<file path="src/rtl/cpu_pkg.sv">
// Shared definitions for the CPU sequencer: state encodings, opcodes,
// bus-source and ALU operation codes, and the decode-target helper.
package cpu_pkg;

  typedef enum logic [3:0] {
    S_IDLE = 4'b0000,
    S_DEC  = 4'b0001,
    S_LOAD = 4'b0010,
    S_MOV  = 4'b0011,
    S_LDPC = 4'b0100,
    S_BR   = 4'b0101,
    S_SUB0 = 4'b0110,
    S_SUB1 = 4'b0111,
    S_SUB2 = 4'b1000,
    S_ADD0 = 4'b1001,
    S_ADD1 = 4'b1010,
    S_ADD2 = 4'b1011,
    S_XOR0 = 4'b1100,
    S_XOR1 = 4'b1101,
    S_XOR2 = 4'b1110,
    S_BAD  = 4'b1111
  } state_t;

  localparam logic [3:0] OP_LOAD = 4'b0000;
  localparam logic [3:0] OP_MOV  = 4'b0001;
  localparam logic [3:0] OP_ADD  = 4'b0010;
  localparam logic [3:0] OP_SUB  = 4'b0011;
  localparam logic [3:0] OP_XOR  = 4'b0100;
  localparam logic [3:0] OP_LDPC = 4'b0101;
  localparam logic [3:0] OP_BR   = 4'b0110;

  localparam logic [1:0] BUS_DIN = 2'd0;
  localparam logic [1:0] BUS_REG = 2'd1;
  localparam logic [1:0] BUS_G   = 2'd2;
  localparam logic [1:0] BUS_PC  = 2'd3;

  localparam logic [1:0] ALU_ADD = 2'd0;
  localparam logic [1:0] ALU_SUB = 2'd1;
  localparam logic [1:0] ALU_XOR = 2'd2;

  // First execute state for an opcode; undefined opcodes fall back to IDLE.
  function automatic state_t dec_target(input logic [3:0] op);
    case (op)
      OP_LOAD: return S_LOAD;
      OP_MOV:  return S_MOV;
      OP_ADD:  return S_ADD0;
      OP_SUB:  return S_SUB0;
      OP_XOR:  return S_XOR0;
      OP_LDPC: return S_LDPC;
      OP_BR:   return S_BR;
      default: return S_IDLE;
    endcase
  endfunction

endpackage

</file>
<file path="src/rtl/cpu_seq_decode.sv">
// Combinational output decode: current state + IR + z_flag to datapath
// enables, done and illegal pulses.
module cpu_seq_decode
  import cpu_pkg::*;
#(
  parameter int NUM_REGS = 8,
  parameter int DATA_W   = 16
) (
  input  state_t              state,
  input  logic [DATA_W-1:0]   ir,
  input  logic                z_flag,
  output logic [1:0]          bus_sel,
  output logic [NUM_REGS-1:0] r_out,
  output logic [NUM_REGS-1:0] r_in,
  output logic                a_in,
  output logic                g_in,
  output logic                pc_in,
  output logic [1:0]          alu_op,
  output logic                done,
  output logic                illegal
);

  localparam int REG_W = $clog2(NUM_REGS);
  localparam int LOW_W = DATA_W - 4 - 2 * REG_W;

  logic [3:0]          op;
  logic [REG_W-1:0]    rx;
  logic [REG_W-1:0]    ry;
  logic [NUM_REGS-1:0] rx_hot;
  logic [NUM_REGS-1:0] ry_hot;
  logic                low_bits_unused;

  assign op              = ir[DATA_W-1 -: 4];
  assign rx              = ir[DATA_W-5 -: REG_W];
  assign ry              = ir[DATA_W-5-REG_W -: REG_W];
  assign rx_hot          = NUM_REGS'(1) << rx;
  assign ry_hot          = NUM_REGS'(1) << ry;
  assign low_bits_unused = ^ir[LOW_W-1:0];

  always_comb begin
    bus_sel = 2'd0;
    r_out   = '0;
    r_in    = '0;
    a_in    = 1'b0;
    g_in    = 1'b0;
    pc_in   = 1'b0;
    alu_op  = 2'd0;
    done    = 1'b0;
    illegal = 1'b0;
    case (state)
      S_DEC:  illegal = (dec_target(op) == S_IDLE);
      S_LOAD: begin
        bus_sel = BUS_DIN;
        r_in    = rx_hot;
        done    = 1'b1;
      end
      S_MOV: begin
        bus_sel = BUS_REG;
        r_out   = ry_hot;
        r_in    = rx_hot;
        done    = 1'b1;
      end
      S_LDPC: begin
        bus_sel = BUS_PC;
        r_in    = rx_hot;
        done    = 1'b1;
      end
      S_BR: begin
        done = 1'b1;
        // Branch taken only when G is non-zero: PC <= rx.
        if (!z_flag) begin
          bus_sel = BUS_REG;
          r_out   = rx_hot;
          pc_in   = 1'b1;
        end
      end
      S_ADD0, S_SUB0, S_XOR0: begin
        r_out = rx_hot;
        a_in  = 1'b1;
      end
      S_ADD1, S_SUB1, S_XOR1: begin
        r_out  = ry_hot;
        g_in   = 1'b1;
        alu_op = (state == S_ADD1) ? ALU_ADD :
                 (state == S_SUB1) ? ALU_SUB : ALU_XOR;
      end
      S_ADD2, S_SUB2, S_XOR2: begin
        bus_sel = BUS_G;
        r_in    = rx_hot;
        done    = 1'b1;
      end
      default: ;
    endcase
  end

endmodule

</file>
<file path="src/rtl/cpu_sequencer.sv">
// Multi-cycle CPU control unit: state register, IR and next-state logic.
// Optional one-entry prefetch buffer enabled by CPU_SEQ_PREFETCH_EN.
module cpu_sequencer
  import cpu_pkg::*;
#(
  parameter int NUM_REGS = 8,
  parameter int DATA_W   = 16
) (
  input  logic                clk,
  input  logic                reset,
  input  logic                instr_valid,
  input  logic [DATA_W-1:0]   instr,
  output logic                instr_ready,
  input  logic                z_flag,
  output logic [1:0]          bus_sel,
  output logic [NUM_REGS-1:0] r_out,
  output logic [NUM_REGS-1:0] r_in,
  output logic                a_in,
  output logic                g_in,
  output logic                pc_in,
  output logic [1:0]          alu_op,
  output logic                done,
  output logic                illegal
);

  state_t            state_reg, state_next;
  logic [DATA_W-1:0] ir_reg, ir_next;
  logic              accept;
  logic              buf_valid;
  logic [DATA_W-1:0] buf_word;

  assign accept = instr_valid & instr_ready;

`ifdef CPU_SEQ_PREFETCH_EN
  logic              buf_valid_reg;
  logic [DATA_W-1:0] buf_reg;
  logic              drain;

  assign buf_valid   = buf_valid_reg;
  assign buf_word    = buf_reg;
  assign instr_ready = !reset && !buf_valid_reg;
  // The buffer hands its word to IR from IDLE or on any instruction end.
  assign drain = buf_valid_reg && ((state_reg == S_IDLE) || done || illegal);

  always_ff @(posedge clk or posedge reset) begin
    if (reset) begin
      buf_valid_reg <= 1'b0;
      buf_reg       <= '0;
    end else if (accept && state_reg != S_IDLE) begin
      buf_valid_reg <= 1'b1;
      buf_reg       <= instr;
    end else if (drain) begin
      buf_valid_reg <= 1'b0;
    end
  end
`else
  assign buf_valid   = 1'b0;
  assign buf_word    = '0;
  assign instr_ready = !reset && (state_reg == S_IDLE);
`endif

  always_ff @(posedge clk or posedge reset) begin
    if (reset) begin
      state_reg <= S_IDLE;
      ir_reg    <= '0;
    end else begin
      state_reg <= state_next;
      ir_reg    <= ir_next;
    end
  end

  always_comb begin
    state_next = state_reg;
    ir_next    = ir_reg;
    case (state_reg)
      S_IDLE: begin
        if (buf_valid) begin
          state_next = S_DEC;
          ir_next    = buf_word;
        end else if (accept) begin
          state_next = S_DEC;
          ir_next    = instr;
        end
      end
      S_DEC:  state_next = dec_target(ir_reg[DATA_W-1 -: 4]);
      S_ADD0: state_next = S_ADD1;
      S_ADD1: state_next = S_ADD2;
      S_SUB0: state_next = S_SUB1;
      S_SUB1: state_next = S_SUB2;
      S_XOR0: state_next = S_XOR1;
      S_XOR1: state_next = S_XOR2;
      default: state_next = S_IDLE;
    endcase
    // A buffered instruction skips IDLE and goes straight to decode.
    if ((done || illegal) && buf_valid) begin
      state_next = S_DEC;
      ir_next    = buf_word;
    end
  end

  cpu_seq_decode #(
    .NUM_REGS(NUM_REGS),
    .DATA_W  (DATA_W)
  ) u_decode (
    .state  (state_reg),
    .ir     (ir_reg),
    .z_flag (z_flag),
    .bus_sel(bus_sel),
    .r_out  (r_out),
    .r_in   (r_in),
    .a_in   (a_in),
    .g_in   (g_in),
    .pc_in  (pc_in),
    .alu_op (alu_op),
    .done   (done),
    .illegal(illegal)
  );

endmodule

</file>
<file path="config.mk">
export PLATFORM = sky130hd
export DESIGN_NAME = cpu_sequencer
export DESIGN_NICKNAME = d
export VERILOG_FILES = /design/src/rtl/cpu_pkg.sv /design/src/rtl/cpu_seq_decode.sv /design/src/rtl/cpu_sequencer.sv
export SDC_FILE = /design/constraint.sdc
export NUM_CORES = 1
export LEC_CHECK = 0
export ABC_AREA = 1
export CAP_MARGIN = 15
export CORE_MARGIN = 5
export CORE_UTILIZATION = 46
export CTS_CLUSTER_DIAMETER = 120
export DETAILED_ROUTE_END_ITERATION = 8
export PLACE_DENSITY = 0.95
export SETUP_SLACK_MARGIN = 0.2
export SYNTH_ARGS = -nofsm -noshare
export SYNTH_HDL_FRONTEND = slang
export SYNTH_SLANG_ARGS = --single-unit
</file>
<file path="constraint.sdc">
create_clock -name clk -period 2 [get_ports clk]
set_input_delay 0.5 -clock clk [delete_from_list [all_inputs] [get_ports clk]]
set_output_delay 0.5 -clock clk [all_outputs]
set_load 0.01 [all_outputs]
</file>
## Word-level counts from Yosys, hierarchy flattened

Index checks and enable logic that the tools add are counted.

- Register bits after elaboration: 20
- Bits of input ports: 20
- Word-level logic and storage cells: 56

- Equality and inequality tests: 21
- Shift operators: 2
- Muxes and demuxes: 18
- Bitwise operators: 1
- Reductions and logical operators: 12

Operators with widths:

| cell | count |
|---|---|
| case mux 4 bit (8 select lines) | 1 |
| equality test 4 x 3 -> 1 bit, second input constant | 7 |
| equality test 4 bit, second input constant | 7 |
| case mux 4 bit (7 select lines) | 1 |
| case mux 8 bit (3 select lines) | 1 |
| equality test 4 x 2 -> 1 bit, second input constant | 4 |
| two-way mux 8 bit | 2 |
| << shifter 1 x 3 -> 8 bit, first input constant | 2 |
| zero test 4 bit | 3 |
| OR reduction 3 bit | 3 |
| equality test 4 x 1 -> 1 bit, second input constant | 2 |
| two-way mux 4 bit | 2 |
| case mux 2 bit (4 select lines) | 1 |
| two-way mux 1 bit | 7 |
| OR reduction 7 bit | 1 |
| two-way mux 2 bit | 3 |
| OR reduction 6 bit | 1 |
| OR reduction 4 bit | 1 |
| != test 2 bit, second input constant | 1 |
| AND reduction 2 bit | 1 |
| bitwise AND 1 bit | 1 |
| logical AND 1 bit | 1 |
| zero test 1 bit | 1 |

## Longest topological paths before layout

- Depth in word-level cells: 5
- Depth in mapped cells: 7

## Hierarchy

Synthesis repeated with hierarchy kept, for this count alone.

- Cell total of the unflattened synthesis: 237
- Area, all modules: 1516.5 um^2

By module, submodules not included:

| module | instances | cells an instance | area each (um^2) | sequential area each (um^2) |
|---|---|---|---|---|
| cpu_sequencer | 1 | 126 | 998.5 | 500.5 |
| cpu_seq_decode | 1 | 111 | 518.0 | 0.0 |

## Least setup slack after synthesis

Ideal clock, no wire load.

- Kind: reg-to-output
- Start point: register state_reg[1]
- End point: output r_out[0]
- Arrival time: 1.214 ns
- Data required time: 1.500 ns
- Slack: 0.286 ns
- Cell stages (with the launch flop): 8
- Buffers on the path: 0
- Path through: dfrtp_1 > inv_2 > nand2_1 > nor2_1 > nor2_1 > nand2_2 > nand2_1 > nand2_1

- Longest elaborated chain between the ends: 3
- Elaborated cells between the ends (all ways): 11
- Classes of those cells: 8 x eq/ne; 1 x mux; 2 x reduce/logical

Ends and longest elaborated chain:

| element | line | RTL |
|---|---|---|
| from (decl) | cpu_sequencer.sv:26 | `state_t state_reg, state_next;` |
| from (signal assigned) | cpu_sequencer.sv:67 | `state_reg <= state_next;` |
| equality test 4 bit (tied with other cells) | cpu_seq_decode.sv:50 | `case (state)` |
| OR reduction 4 bit (no line) / OR reduction 3 bit (equally long branches) | - |  |
| case mux 8 bit (3 select lines) (*) | cpu_seq_decode.sv:50 |  |
| to (decl) | cpu_sequencer.sv:16 | `output logic [NUM_REGS-1:0] r_out,` |

Every way passes the cells marked *; elsewhere a longest branch is shown, timed or not.

## Worst setup path after layout

- Start point: register ir_reg[9]
- End point: output r_in[1]

- Longest elaborated chain between the ends: 2

Ends and longest elaborated chain:

| element | line | RTL |
|---|---|---|
| from (decl) | cpu_sequencer.sv:27 | `logic [DATA_W-1:0] ir_reg, ir_next;` |
| from (signal assigned) | cpu_sequencer.sv:68 | `ir_reg <= ir_next;` |
| << shifter 1 x 3 -> 8 bit | cpu_seq_decode.sv:36 | `assign rx_hot = NUM_REGS'(1) << rx;` |
| two-way mux 8 bit | cpu_seq_decode.sv:50 |  |
| to (decl) | cpu_sequencer.sv:17 | `output logic [NUM_REGS-1:0] r_in,` |

Every way passes these cells.

==> summary.txt <==
Placed design
  – Post-DP HPWL: 2630 um
  – GP Congestion: 0.888
  – Port Buf Inserts: 39

Final layout
  – Antenna diodes: 0
  – Layout cells sized above 1: 0.520
  – Commonest non-fill, non-tap cells in the layout: nand2_1, buf_4, inv_1, buf_6, nand2_2
  – Layout area overhead: 97.4%
  – FF/Latch Area: 355 sq um
  – Max FFs per register: 10
  – Nets@finish: 296
  – Multi-input logic area: 950 sq um
  – Filler cell count: 36
  – Most common cell after layout, fill and taps aside: nand2_1

Power
  – Total power: 2920 uW
  – PwrDens: 1330 nW/um^2
  – Leak: 0.00109 uW
  – Max VDD drop: 1080 uV

Global route
  – Initial antenna violation count: 0
  – GRT Total Usage: 0.280
  – Vias in the first global route: 1671
  – Largest net degree at the start of global routing: 15
  – Global-route wire length before repair: 7450 um
  – Total gr overflow: 0

STA
  – Worst hold slack: 0.566 ns
  – RSZ-0062 raised after global routing: yes
  – Worst-margin pin slew: 0.448 ns
  – Final setup fails: 30
  – Period utilization: 1.13
  – Final period demand of the worst path: 2.26 ns
  – Setup Skew: 0.0117 ns
  – Setup_tns: -4.35 ns
  – Peak Freq: 443 MHz
  – Slew Limit Fails: 0
  – Final setup margin: -0.256 ns
  – Worst slew margin: 0.699
  – Fin. Hold Viols: 0

Synth
  – Synthesis Warnings: 0
  – XOR/XNOR Fraction of Synth Area: 0.00788
  – Post-synthesis cell type count: 20
  – Post-synthesis mux area share: 0
  – Adder-Cell Fraction of Synth Area: 0
  – Cell count after synthesis: 189
  – Syn Std Cell Area: 1110 sq um
  – Sequential area share after synthesis: 0.315
  – Syn Nets: 209
  – Compound-Gate Fraction of Synth Area: 0.0800
  – Simple-gate area share of the yosys netlist: 0.495
  – Main combinational cell family by area after synthesis: simple AND/OR/NAND/NOR gates
  – Synthesized flop and latch total: 14
  – Syn Area/Cell: 5.88 sq um

Critical path
  – Critical Path End Type: output pin
  – Critical path launch point type: flop
  – CP Data Required Time: 1.50 ns
  – Worst Path Class, Setup: flop to output pin
  – Critical path's slowest cell: dfrtp_1
  – Crit path DAT: 1.76 ns
  – CP max stage delay: 0.49 ns
  – CP Buf/Inv Count: 3
  – Crit-path max FO: 6
  – CP most frequent cell: inv_1
  – CP top delay family: simple AND/OR/NAND/NOR gates
  – Crit-path cells: inv_1 -> nor3_1 -> inv_1 -> nor2_2 -> buf_2

Clock tree
  – Worst-Skew Late Latency: 0.31 ns
  – Worst-path clk slew: 0.11 ns
  – CTS tree: built
  – Max Root-Sink Buffers: 2
  – Cts hold-fix bufs: 0
  – CTS HTree Levels: 1
  – Root buf cell: clkbuf_4
  – CTS buffer count: 3
  – CTS sink cnt: 14

Floorplanning
  – Initial Util: 0.493
  – # rows: 17
  – Die Y: 59.1 um
  – CORE AREA: 2250 sq um
  – Die X-Extent: 59.1 um
  – # IOs: 46
  – Die area: 3500 sq um

Min path
  – Hold Crit Class: input pin to async pin

Routing
  – Wirelength, routed: 6970 um
  – Number of routed nets with antenna violations: 0
  – Per-cell routed wire length: 23.0 um
  – TritonRoute pass-1 iters: 5
  – Iteration-0 DRC Markers: 251
  – Via density: 6.50
  – Vias: 1968
  – Residual DRC: 0

Run
  – Max_cap viols: 0

Status
  – Status: finished, violations left
  – Failing checks: setup timing
power by group:
part | internal, uW | switching, uW | total [uW]
sequential | 408 | 221 | 629
clock | 111 | 120 | 232
combinational | 816 | 1240 | 2060
total | 1340 | 1590 | 2920
worst min-delay path, delay by kind of cell:
family	cells	cell delay, ns
buf+inv	3	0.75
kinds of logic (layout without fill, tap and decap cells):
| logic type | count (synthesis) | count (layout) |
|---|---|---|
| AO/OA/AOI/OAI | 16 | 16 |
| XOR/XNOR | 1 | 1 |
| buffers and inverters | 29 | 115 |
| flip-flops | 14 | 14 |
| AND/OR/NAND/NOR | 129 | 129 |
path summary, 6_finish.rpt:
check / depth (start not counted) / slack [ns] / start / to
setup reg to reg: 13 / -0.07 / state_reg[1] / ir_reg[9]
setup / recovery: 5 / -0.26 / ir_reg[9] / r_in[1]
hold reg to reg: 2 / 0.60 / ir_reg[15] / ir_reg[15]
max in group asynchronous: 3 / 1.24 / reset / state_reg[2]
hold / removal: 3 / 0.57 / reset / ir_reg[15]
min in group clk: 2 / 0.60 / ir_reg[15] / ir_reg[15]
synth_stat cells:
cell / n / area [sq um]
nand3_1: 15 / 75.1
nor2_1: 25 / 93.8
o21ai_0: 5 / 25.0
o22ai_1: 1 / 6.26
xor2_1: 1 / 8.76
nor4_1: 1 / 6.26
nor2_2: 4 / 25.0
nor3_1: 16 / 80.1
buf_4: 1 / 7.51
inv_2: 1 / 3.75
o21bai_1: 1 / 7.51
a21oi_1: 7 / 35.0
nand2_1: 64 / 240
nand2_2: 2 / 12.5
nand3b_1: 1 / 7.51
o211ai_1: 2 / 15.0
clkbuf_1: 1 / 3.75
nand3_2: 1 / 10.0
dfrtp_1: 14 / 350
inv_1: 26 / 97.6
routing by layer:
layer  vias up  track usage  share of wire
met5         -            0              0
met4         0        0.197          0.092
met3        81       0.0523          0.097
met2       245        0.491           0.49
met1       869        0.300           0.32
li1        773            -              -
metrics by stage:
stage          setup slack [ns]  std cells  instance area (sq um)   util
5_1_grt                  -0.319        303                   2190  0.973
6_report                 -0.256        303                   2190  0.973
3_5_place_dp             -0.377        278                   1710  0.756
4_1_cts                 -0.0706        297                   1930  0.858
3_3_place_gp             -0.364        278                   1710  0.756
2_1_floorplan             0.286        189                   1110      -
final cells by class:
| cell class | count | share of cell area |
|---|---|---|
| clock buffers | 4 | 0.0165 |
| repair buffers | 84 | 0.324 |
| well taps | 28 | 0.0160 |
| multi-input cells | 146 | 0.433 |
| flip-flops and latches | 14 | 0.162 |
| inverters | 27 | 0.0485 |
repair_timing:
item / in CTS / in global routing
setup buffers: 15 / 6
pin swaps: 17 / 23
resized for setup: 145 / 69
setup endpoints to repair: 26 / 36
No activity file was read; power rests on OpenSTA's default activity.
